File: config.mk
export PLATFORM = sky130hd
export DESIGN_NAME = pipe_ctrl
export DESIGN_NICKNAME = d
export VERILOG_FILES = /design/src/rtl/pipe_ctrl_pkg.sv /design/src/rtl/md_busy_cnt.sv /design/src/rtl/pipe_ctrl.sv
export SDC_FILE = /design/constraint.sdc
export NUM_CORES = 1
export LEC_CHECK = 0
export ABC_CLOCK_PERIOD_IN_PS = 1600
export CORE_AREA = 3 3 63 65
export DETAILED_ROUTE_END_ITERATION = 6
export DIE_AREA = 0 0 66 68
export PLACE_DENSITY = 0.73
export SLEW_MARGIN = 5
export SYNTH_ARGS = -nofsm -noshare
export SYNTH_HDL_FRONTEND = slang
export SYNTH_HIERARCHICAL = 1
export SYNTH_SLANG_ARGS = --single-unit
File: constraint.sdc
create_clock -name clk -period 1.6 [get_ports clk]
set_input_delay 0.24 -clock clk [delete_from_list [all_inputs] [get_ports clk]]
set_output_delay 0.24 -clock clk [all_outputs]
set_load 0.005 [all_outputs]
File: src/rtl/pipe_ctrl_pkg.sv
// ============================================================================
// Module  : pipe_ctrl_pkg
// Purpose : Shared FSM encodings, mult/div latencies and hazard helper.
// Revision: 1.0 - initial release
// ============================================================================
`default_nettype none

package pipe_ctrl_pkg;

   localparam int MD_CNT_W = 4;

   localparam logic [MD_CNT_W-1:0] MD_MULT_CYC = 4'd5;
   localparam logic [MD_CNT_W-1:0] MD_DIV_CYC  = 4'd10;
   localparam logic [1:0]          TUSE_NONE   = 2'd3;

   typedef enum logic [1:0] {
      RUN        = 2'd0,
      STALL_DATA = 2'd1,
      STALL_MD   = 2'd2,
      FLUSH      = 2'd3
   } state_t;

   // A consumer must wait when its operand is needed before the producer has it.
   function automatic logic operand_hazard(input logic [4:0] src,
                                           input logic [1:0] tuse,
                                           input logic [4:0] a3,
                                           input logic [1:0] tnew);
      return (src != 5'd0) && (src == a3) && (tuse != TUSE_NONE) && (tuse < tnew);
   endfunction

endpackage

`default_nettype wire

File: src/rtl/md_busy_cnt.sv
// ============================================================================
// Module  : md_busy_cnt
// Purpose : Occupancy counter for the multi-cycle mult/div unit.
// Revision: 1.0 - initial release
// ============================================================================
`default_nettype none

module md_busy_cnt
   import pipe_ctrl_pkg::*;
(
   input  logic clk,
   input  logic reset,
   input  logic e_md_start,
   input  logic e_md_div,
   output logic md_busy
);

   logic [MD_CNT_W-1:0] r_md_cnt;
   logic                w_idle;

   assign w_idle = (r_md_cnt == '0);

   // A start while the unit is still counting is dropped; the stall upstream prevents it.
   always_ff @(posedge clk or posedge reset) begin
      if (reset) begin
         r_md_cnt <= '0;
      end else if (e_md_start && w_idle) begin
         r_md_cnt <= e_md_div ? MD_DIV_CYC : MD_MULT_CYC;
      end else if (!w_idle) begin
         r_md_cnt <= r_md_cnt - 4'd1;
      end
   end

   assign md_busy = !w_idle || e_md_start;

endmodule

`default_nettype wire

File: src/rtl/pipe_ctrl.sv
// ============================================================================
// Module  : pipe_ctrl
// Purpose : Hazard detection, stall/flush control and stall statistics.
//           Define PIPE_CTRL_MDU_EN to include the mult/div busy tracking.
// Revision: 1.0 - initial release
// ============================================================================
`default_nettype none

module pipe_ctrl
   import pipe_ctrl_pkg::*;
(
   input  logic        clk,
   input  logic        reset,
   input  logic [4:0]  d_rs,
   input  logic [4:0]  d_rt,
   input  logic [1:0]  d_tuse_rs,
   input  logic [1:0]  d_tuse_rt,
   input  logic        d_is_md,
   input  logic [4:0]  e_a3,
   input  logic [1:0]  e_tnew,
   input  logic [4:0]  m_a3,
   input  logic [1:0]  m_tnew,
   input  logic        e_md_start,
   input  logic        e_md_div,
   input  logic        req_exc,
   input  logic        req_eret,
   output logic        fd_en,
   output logic        de_clr,
   output logic        flush_all,
   output logic        md_busy,
   output logic [1:0]  state,
   output logic [15:0] stall_cnt
);

   state_t      r_state;
   state_t      w_state_nxt;
   logic [15:0] r_stall_cnt;
   logic        w_data_haz;
   logic        w_md_haz;
   logic        w_stall;

`ifdef PIPE_CTRL_MDU_EN
   md_busy_cnt u_md_busy_cnt (
      .clk        (clk),
      .reset      (reset),
      .e_md_start (e_md_start),
      .e_md_div   (e_md_div),
      .md_busy    (md_busy)
   );

   assign w_md_haz = d_is_md && md_busy;
`else
   logic w_unused_md;

   assign w_unused_md = ^{e_md_start, e_md_div, d_is_md};
   assign md_busy     = 1'b0;
   assign w_md_haz    = 1'b0;
`endif

   assign w_data_haz = operand_hazard(d_rs, d_tuse_rs, e_a3, e_tnew)
                    || operand_hazard(d_rs, d_tuse_rs, m_a3, m_tnew)
                    || operand_hazard(d_rt, d_tuse_rt, e_a3, e_tnew)
                    || operand_hazard(d_rt, d_tuse_rt, m_a3, m_tnew);

   assign flush_all = req_exc || req_eret;

   // The cycle after a flush only holds bubbles, so nothing can need a stall.
   assign w_stall = (w_data_haz || w_md_haz) && !flush_all && (r_state != FLUSH);
   assign fd_en   = !w_stall;
   assign de_clr  = w_stall;

   always_ff @(posedge clk or posedge reset) begin
      if (reset) begin
         r_state <= RUN;
      end else begin
         r_state <= w_state_nxt;
      end
   end

   always_comb begin
      w_state_nxt = RUN;
      if (flush_all) begin
         w_state_nxt = FLUSH;
      end else if (w_md_haz) begin
         w_state_nxt = STALL_MD;
      end else if (w_data_haz) begin
         w_state_nxt = STALL_DATA;
      end
   end

   always_ff @(posedge clk or posedge reset) begin
      if (reset) begin
         r_stall_cnt <= '0;
      end else if (w_stall && (r_stall_cnt != 16'hFFFF)) begin
         r_stall_cnt <= r_stall_cnt + 16'd1;
      end
   end

   assign state     = r_state;
   assign stall_cnt = r_stall_cnt;

endmodule

`default_nettype wire

==> results of run 1 <==
## cells by family after synthesis
group / Yosys count
other: 1
adder cells (fa/ha/maj): 5
buffers and inverters: 13
AND/OR/NAND/NOR: 51
flip-flops: 18
AO/OA/AOI/OAI: 8
multiplexers: 2
XOR/XNOR: 34
## worst max-delay path, delay by kind of cell
kind	cells	cell delay, ps
buf+inv	4	640
simple gates	3	460
compound gates	2	450
## layout by cell type (no fill, tap or decap), types with 4 or more instances in the layout
cell type	count
clkdlybuf4s50_1	22
nand3_1	9
nor2_1	5
xor2_1	24
xnor2_1	4
nor4_4	6
nor2_4	7
buf_6	12
nand2_1	4
nor3_4	5
dfrtp_1	18
dlygate4sd2_1	6
inv_1	8
buf_2	10
buf_4	37
## sequential cells by signal (all words and copies together) (netlist names)
signal / flops
stall_cnt: 16
state: 2
## final timing paths
path	startpoint	to	cells past startpoint
min	reset	stall_cnt[6]	3
min reg2reg	stall_cnt[15]	stall_cnt[15]	1
max reg2reg	stall_cnt[8]	stall_cnt[1]	7
max in group asynchronous	reset	stall_cnt[10]	3
max	m_tnew[0]	de_clr	9
min in group clk	stall_cnt[15]	stall_cnt[15]	1
## power by group through the flow
stage | registers (mW) | logic [mW] | clock network [mW]
after floorplan | 0.507 | 0.0973 | 0
after global placement | 0.494 | 0.317 | 0
after detailed placement | 0.495 | 0.330 | 0
after CTS | 0.486 | 0.344 | 0.284
after global routing | 0.488 | 0.431 | 0.306
final | 0.487 | 0.396 | 0.285
## repair_timing
action	in CTS	in global routing
buffers inserted	9	5
resized for setup	150	31
pin swaps	42	21
gates cloned	1	0
setup endpoints to repair	20	21
## stage by stage
step / setup TNS, ps / utilization, % / hold WS (ps) / cells / worst slack (ps)
floorplan: -1360 / - / 179 / 132 / -183
detailed placement: -17890 / 61.9 / 489 / 264 / -1290
global placement: -16720 / 61.9 / 492 / 264 / -1240
global route: -5270 / 73.6 / 277 / 275 / -493
finish: -3950 / 73.6 / 253 / 275 / -428
CTS: -3480 / 69.9 / 263 / 272 / -382
## layer usage
layer | GRT usage, % | share of wire (%) | vias up
met5 | 0 | 0 | -
met4 | 8.88 | 1.8 | 0
met3 | 1.64 | 4.4 | 9
met2 | 38.5 | 57 | 54
met1 | 21.9 | 37 | 639
li1 | - | - | 645
## cells in the mapped netlist, drive strengths merged
cell    number
xor2        29
dfrtp       18
inv         11
or3          1
o21ai        5
or4          2
nor3         6
nor2        13
xnor2        5
nand4        3
a21o         1
nand3        9
nor4         8
ha           5
mux2         2
a221oi       2
and2         1
or2          3
buf          2
conb         1
and4         1
nand2        4
## final cells by class
| type | count | area (um2) | area share (%) |
|---|---|---|---|
| clock buffers | 4 | 36.3 | 1.46 |
| inverters | 11 | 41.3 | 1.66 |
| multi-input cells | 101 | 1060 | 42.3 |
| repair buffers | 95 | 852 | 34.2 |
| well taps | 46 | 57.6 | 2.31 |
| flip-flops and latches | 18 | 450 | 18.1 |
==> results.yml, run 1 <==
critical_path:
  crit_arrival_ps: 1790
  worst-path-max-fanout: 2
  slowest_delay_ps: 450
  critPathLaunchType: "primary input"
  required_ps: 1360
  cp-end-kind: "primary output"
  critPathKind: "in -> out"
  slowest_stage: "clkdlybuf4s50_1"
  r2r_setup_slack_ps: -130
  worstPathCellList: "clkdlybuf4s50_1 > inv_1 > o21ai_1 > nand3_1 > a221oi_2 > nor2_1 > or2_4 > inv_2 > buf_6"
global_route:
  antenna_found_initial: 0
  grt.overflow.total: 0
  grt_pass1_vias: 1505
  grt_pass1_wl_um: 6880
  track_usage_pct: 19.8
  grt_max_degree: 19
synth:
  synth.area.mux_share_pct: 2.09
  syn_avg_cell_area_um2: 9.53
  synth_top_family_by_area: "XOR/XNOR gates"
  synth_simple_gate_area_share_pct: 23.1
  synth_cell_types: 27
  synthAdderAreaFrac_pct: 4.98
  synth_area_um2: 1260
  synth_top_cell_by_area: "dfrtp_1"
  seq_area_frac_synth_pct: 35.8
  syn-num-nets: 172
  synth_xor_area_share_pct: 23.7
  synth_compound_area_share_pct: 5.27
  ys_ff_latch: 18
  yosysTopAreaCellShare_pct: 35.8
  synth.area.top_cells: "dfrtp_1 36%, xor2_1 20%, ha_1 5.0%"
  yosys_warnings: 6
  syn-instance-count: 132
detailed_routing:
  vias_per_cell: 4.90
  drt_iter0_drc: 91
  first_pass_iters: 4
  routed_wl_um: 4060
  vias: 1347
  drcViolationCount: 0
  wl_per_cell_um: 14.8
  antenna_left: 0
timing:
  rsz0062_at_grt: "yes"
  hold_violations: 0
  finalMaxSlewViolations: 0
  setup_ws_ps: -428
  layout_min_cycle_time_ps: 2030
  setup-violations-final: 19
  skew_ps: 3.00
  min_period_over_period_pct: 127
  max_freq_ghz: 0.493
clocking:
  clock_latency_ps: 300
  cts.sinks: 18
  cts_max_path_buffers: 2
  htreeDepth: 1
  clkTransAtPathRegs_ps: 100
  tritoncts.num_buffers: 3
  cts_tree: "yes"
  cts_root_buffer: "clkbuf_4"
  cts_hold_repair.buffers: 0
floorplanning:
  fp.coreArea_um2: 3390
  die_y_um: 68
  die_x_um: 66
  io_pins: 57
  die_area_um2: 4490
  start_util_pct: 37.1
  rows: 21
finish:
  layout-drive-gt1-share_pct: 49.3
  design_area_um2: 2490
  fin_nets: 270
  fill_cells: 240
  insertedDiodeCount: 0
  area_growth_pct: 98.3
power_and_ir_drop:
  powerDensity_nw_per_um2: 468
  design_power_total_mw: 1.17
  p_sw_mw: 0.331
  switching_share_pct: 28.4
  p_int_mw: 0.837
  seqPwrFrac_pct: 41.7
  leakage_nw: 1.22
  clkPwrFrac_pct: 24.4
  comb_power_share_pct: 33.9
  irDropWorstVdd_v: 0.000263
outcome:
  violations: "setup timing"
  status: "finished with violations"
min_path:
  min_path_type: "in -> async"
placed_design:
  place_congestion: 0.847
  placed_cell_area_um2: 2100
  dp_hpwl_um: 2900
  io_buffers: 52
job:
  maxCapViolations: 0
(Power assumes the default switching activity.)
==> run 2, diff against run 1 <==
--- a/config.mk
+++ b/config.mk
@@ -6,10 +6,12 @@
 export NUM_CORES = 1
 export LEC_CHECK = 0
 export ABC_CLOCK_PERIOD_IN_PS = 1600
+export CAP_MARGIN = 20
 export CORE_AREA = 3 3 63 65
 export DETAILED_ROUTE_END_ITERATION = 6
 export DIE_AREA = 0 0 66 68
 export PLACE_DENSITY = 0.73
+export REMOVE_ABC_BUFFERS = 1
 export SLEW_MARGIN = 5
 export SYNTH_ARGS = -nofsm -noshare
 export SYNTH_HDL_FRONTEND = slang
==> results.yml, run 2 (same netlist as run 1, synthesis figures left out) <==
detailed_routing:
  drcViolationCount: 0
  met2_wirelength_um: 2450
  top_layer_used: "met4"
  wl_met3_um: 262
  wl_per_cell_um: 16.1
  first_pass_iters: 4
  routed_wl_um: 4450
  met1_length_um: 1550
  drt_iter0_drc: 54
  antenna_left: 0
  vias_per_cell: 5.04
  vias: 1395
finish:
  area_growth_pct: 94.5
  fin_nets: 272
  layout-drive-gt1-share_pct: 48.1
  insertedDiodeCount: 0
  largest_reg_flops: 16
  mostFrequentLayoutCells: "38 x buf_4, 27 x xor2_1, 18 x clkdlybuf4s50_1, 18 x dfrtp_1, 15 x buf_6"
  design_area_um2: 2450
  fill_cells: 254
  final_common_cell: "buf_4"
clocking:
  cts_tree: "yes"
  cts_max_path_buffers: 2
  cts.sinks: 18
  clkTransAtPathRegs_ps: 110
  clock_latency_ps: 310
  cts_root_buffer: "clkbuf_4"
  htreeDepth: 1
  tritoncts.num_buffers: 3
  cts_hold_repair.buffers: 0
timing:
  hold_violations: 0
  finalMaxSlewViolations: 0
  skew_ps: 6.03
  rsz0062_at_grt: "yes"
  setup-violations-final: 18
  max_freq_ghz: 0.522
  setup_ws_ps: -315
  layout_min_cycle_time_ps: 1910
  min_period_over_period_pct: 120
global_route:
  antenna_found_initial: 0
  track_usage_pct: 20.7
  grt.overflow.total: 0
  grt_max_degree: 19
  grt_pass1_wl_um: 7040
  grt_pass1_vias: 1582
placed_design:
  place_ws_ps: -1230
  dp_hpwl_um: 3000
  placed_cell_area_um2: 2080
  io_buffers: 52
  place_congestion: 0.809
outcome:
  violations: "setup timing"
  status: "finished with violations"
power_and_ir_drop:
  leakage_nw: 1.23
  powerDensity_nw_per_um2: 471
  irDropWorstVdd_v: 0.000218
floorplanning:
  die_y_um: 68
  die_area_um2: 4490
  rows: 21
  fp.coreArea_um2: 3390
  die_x_um: 66
  start_util_pct: 37.1
  io_pins: 57
critical_path:
  cp-end-kind: "primary output"
  crit_arrival_ps: 1670
  required_ps: 1360
  critPathLaunchType: "primary input"
  worst-path-max-fanout: 3
  r2r.worst_path.cells: 9
  critPathKind: "in -> out"
job:
  maxCapViolations: 0
min_path:
  min_path_type: "in -> async"
run 2: timing repair:
| item | in CTS | in global routing |
|---|---|---|
| setup buffers | 3 | 7 |
| cloned | 1 | 0 |
| endpoints found under the setup margin | 20 | 19 |
| pin swaps | 30 | 13 |
| resized for setup | 157 | 19 |
run 2: through the flow:
step | hold WS, ps | cells | total power, mW | utilization [%] | TNS [ps]
6_report | 250 | 277 | 1.15 | 72.2 | -3900
5_1_grt | 259 | 277 | 1.20 | 72.2 | -5660
4_1_cts | 264 | 270 | 1.12 | 68.4 | -2940
3_5_place_dp | 525 | 262 | 0.821 | 61.5 | -16900
3_3_place_gp | 478 | 262 | 0.809 | 61.5 | -15340
2_1_floorplan | 179 | 130 | 0.602 | - | -3200
run 2: critical path, stage by stage:
cell      delay (ps)
buf_6            100
xor2_1           150
nor4_1           290
nand3_1          130
a221oi_2         280
nor2_1            90
or2_4            270
inv_2             50
buf_6             80
run 2: worst paths after layout:
check,from,endpoint,slack [ps]
worst max-delay path,d_rt[0],de_clr,-310
worst min-delay path,reset,stall_cnt[10],250
worst max register to register,stall_cnt[9],stall_cnt[9],-280
worst min register to register,stall_cnt[15],stall_cnt[15],550
max in group asynchronous,reset,stall_cnt[1],1150
min in group clk,stall_cnt[15],stall_cnt[15],550
run 2: area by class of cell:
type                    instances  area, um2  share of cell area [%]
well taps                      46       57.6                    2.35
repair buffers                 97        898                    36.7
multi-input cells             101        962                    39.3
clock buffers                   4       36.3                    1.48
flip-flops and latches         18        450                    18.4
inverters                      11       41.3                    1.69
run 2: per-layer routing:
layer / GRT usage, % / vias to the layer above
li1: - / 643
met1: 19.6 / 665
met2: 42.4 / 70
met3: 2.79 / 17
met4: 11.4 / 0
met5: 0 / -
run 2: power breakdown:
group | switching, mW | internal, mW | leakage (nW) | total [mW]
sequential | 0.0162 | 0.475 | 0.222 | 0.491
clock | 0.156 | 0.139 | 0.0210 | 0.295
combinational | 0.157 | 0.210 | 0.989 | 0.367
total | 0.329 | 0.824 | 1.23 | 1.15
==> run 3, diff against run 2 <==
--- a/config.mk
+++ b/config.mk
@@ -5,12 +5,12 @@
 export SDC_FILE = /design/constraint.sdc
 export NUM_CORES = 1
 export LEC_CHECK = 0
-export ABC_CLOCK_PERIOD_IN_PS = 1600
+export ABC_CLOCK_PERIOD_IN_PS = 1900
 export CAP_MARGIN = 20
-export CORE_AREA = 3 3 63 65
+export CORE_AREA = 3 3 60 62
 export DETAILED_ROUTE_END_ITERATION = 6
-export DIE_AREA = 0 0 66 68
-export PLACE_DENSITY = 0.73
+export DIE_AREA = 0 0 63 65
+export PLACE_DENSITY = 0.77
 export REMOVE_ABC_BUFFERS = 1
 export SLEW_MARGIN = 5
 export SYNTH_ARGS = -nofsm -noshare
==> constraint.sdc (replaced) <==
create_clock -name clk -period 1.9 [get_ports clk]
set_input_delay 0.285 -clock clk [delete_from_list [all_inputs] [get_ports clk]]
set_output_delay 0.285 -clock clk [all_outputs]
set_load 0.005 [all_outputs]
==> results.yml, run 3 (same netlist as run 1, synthesis figures left out) <==
critical_path:
  worst-path-max-fanout: 2
  r2r-end: "stall_cnt[15]"
  critPathLaunchType: "primary input"
  crit_arrival_ps: 1750
  cp-end-kind: "primary output"
  required_ps: 1620
  critPathKind: "in -> out"
  slowest_stage: "nor4_2"
  r2r.worst_path.cells: 9
  worstPathCellList: "buf_6 > xor2_1 > nor4_2 > nand3_2 > a221oi_4 > nor2_2 > or2_4 > buf_2"
  slowest_delay_ps: 330
  rr_startpoint: "stall_cnt[6]"
  path_buf_inv: 2
  crit_family: "simple AND/OR/NAND/NOR gates"
  r2r_setup_slack_ps: 20
placed_design:
  placed_cell_area_um2: 1960
  place_ws_ps: -1020
  place_congestion: 0.812
  dp_hpwl_um: 2810
  io_buffers: 52
outcome:
  status: "finished with violations"
  violations: "setup timing"
global_route:
  grt_pass1_vias: 1313
  grt.overflow.total: 0
  antenna_found_initial: 0
  track_usage_pct: 17.4
  grt_pass1_wl_um: 5690
  grt_max_degree: 19
finish:
  final_common_cell: "xor2_1"
  design_area_um2: 2280
  area_growth_pct: 81.1
  fin_nets: 251
  insertedDiodeCount: 0
  largest_reg_flops: 16
  layout-drive-gt1-share_pct: 44.8
  mostFrequentLayoutCells: "27 x xor2_1, 22 x clkdlybuf4s50_1, 19 x buf_4"
  fin_util_pct: 74.0
detailed_routing:
  drt_iter0_drc: 55
  vias: 1292
  first_pass_iters: 6
  antenna_left: 0
  drcViolationCount: 0
  routed_wl_um: 3950
  wl_per_cell_um: 15.6
  vias_per_cell: 5.09
floorplanning:
  die_area_um2: 4100
  die_x_um: 63
  io_pins: 57
  fp.coreArea_um2: 3080
  start_util_pct: 40.9
  die_y_um: 65
  rows: 20
clocking:
  cts.sinks: 18
  cts_root_buffer: "clkbuf_4"
  clock_latency_ps: 290
  clkTransAtPathRegs_ps: 110
  cts_max_path_buffers: 2
  htreeDepth: 1
  cts_hold_repair.buffers: 0
  cts_tree: "yes"
  tritoncts.num_buffers: 3
power_and_ir_drop:
  leakage_nw: 1.07
  irDropWorstVdd_v: 0.000230
  powerDensity_nw_per_um2: 417
  design_power_total_mw: 0.951
timing:
  rsz0062_at_grt: "yes"
  skew_ps: 5.14
  max_slew_margin_pct: 53.5
  finalMaxSlewViolations: 0
  hold_violations: 0
  setup_ws_ps: -139
  max_freq_ghz: 0.490
  finalSetupTns_ps: -700
  worst-slew-pin-transition_ps: 697
  setup-violations-final: 9
  layout_min_cycle_time_ps: 2040
  min_period_over_period_pct: 107
job:
  maxCapViolations: 0
min_path:
  min_path_type: "in -> async"
==> run 3: area by class of cell <==
| cell class | instances | area [um2] |
|---|---|---|
| Inverter | 11 | 41.3 |
| Timing Repair Buffer | 76 | 699 |
| Fill cell | 225 | 801 |
| Tap cell | 44 | 55.1 |
| Sequential cell | 18 | 450 |
| Multi-Input combinational cell | 101 | 995 |
| Clock buffer | 4 | 36.3 |
==> run 3: timing repair <==
action | 4_1_cts | 5_1_grt
gates cloned | 0 | 1
pin swaps | 18 | 31
setup endpoints to repair | 18 | 16
gates resized for setup | 107 | 61
buffers inserted | 0 | 3
==> run 3: power by group <==
part	total [mW]	internal, mW	switching [mW]
combinational	0.297	0.165	0.132
clock	0.242	0.117	0.126
sequential	0.411	0.400	0.0115
==> run 3: stage by stage <==
stage	instances	hold slack [ps]
final	254	411
after global routing	254	448
after CTS	250	439
after detailed placement	246	492
after global placement	246	474
after floorplan	130	224
==> run 3: worst max path at each step <==
stage                 start           end  slack (ps)  cells past startpoint
floorplan           d_rt[1]  stall_cnt[1]         -10                      5
global placement    e_a3[4]        de_clr        -970                      9
detailed placement  d_rs[3]        de_clr       -1020                      9
CTS                 m_a3[4]        de_clr        -180                      9
global route        m_a3[4]         fd_en        -230                      8
finish              m_a3[4]         fd_en        -140                      8
==> run 3: routing by layer <==
metal / global-route usage, % / routed length, um
met1: 18.1 / 1340
met2: 34.8 / 2270
met3: 1.91 / 219
met4: 7.16 / 123
met5: 0 / 0
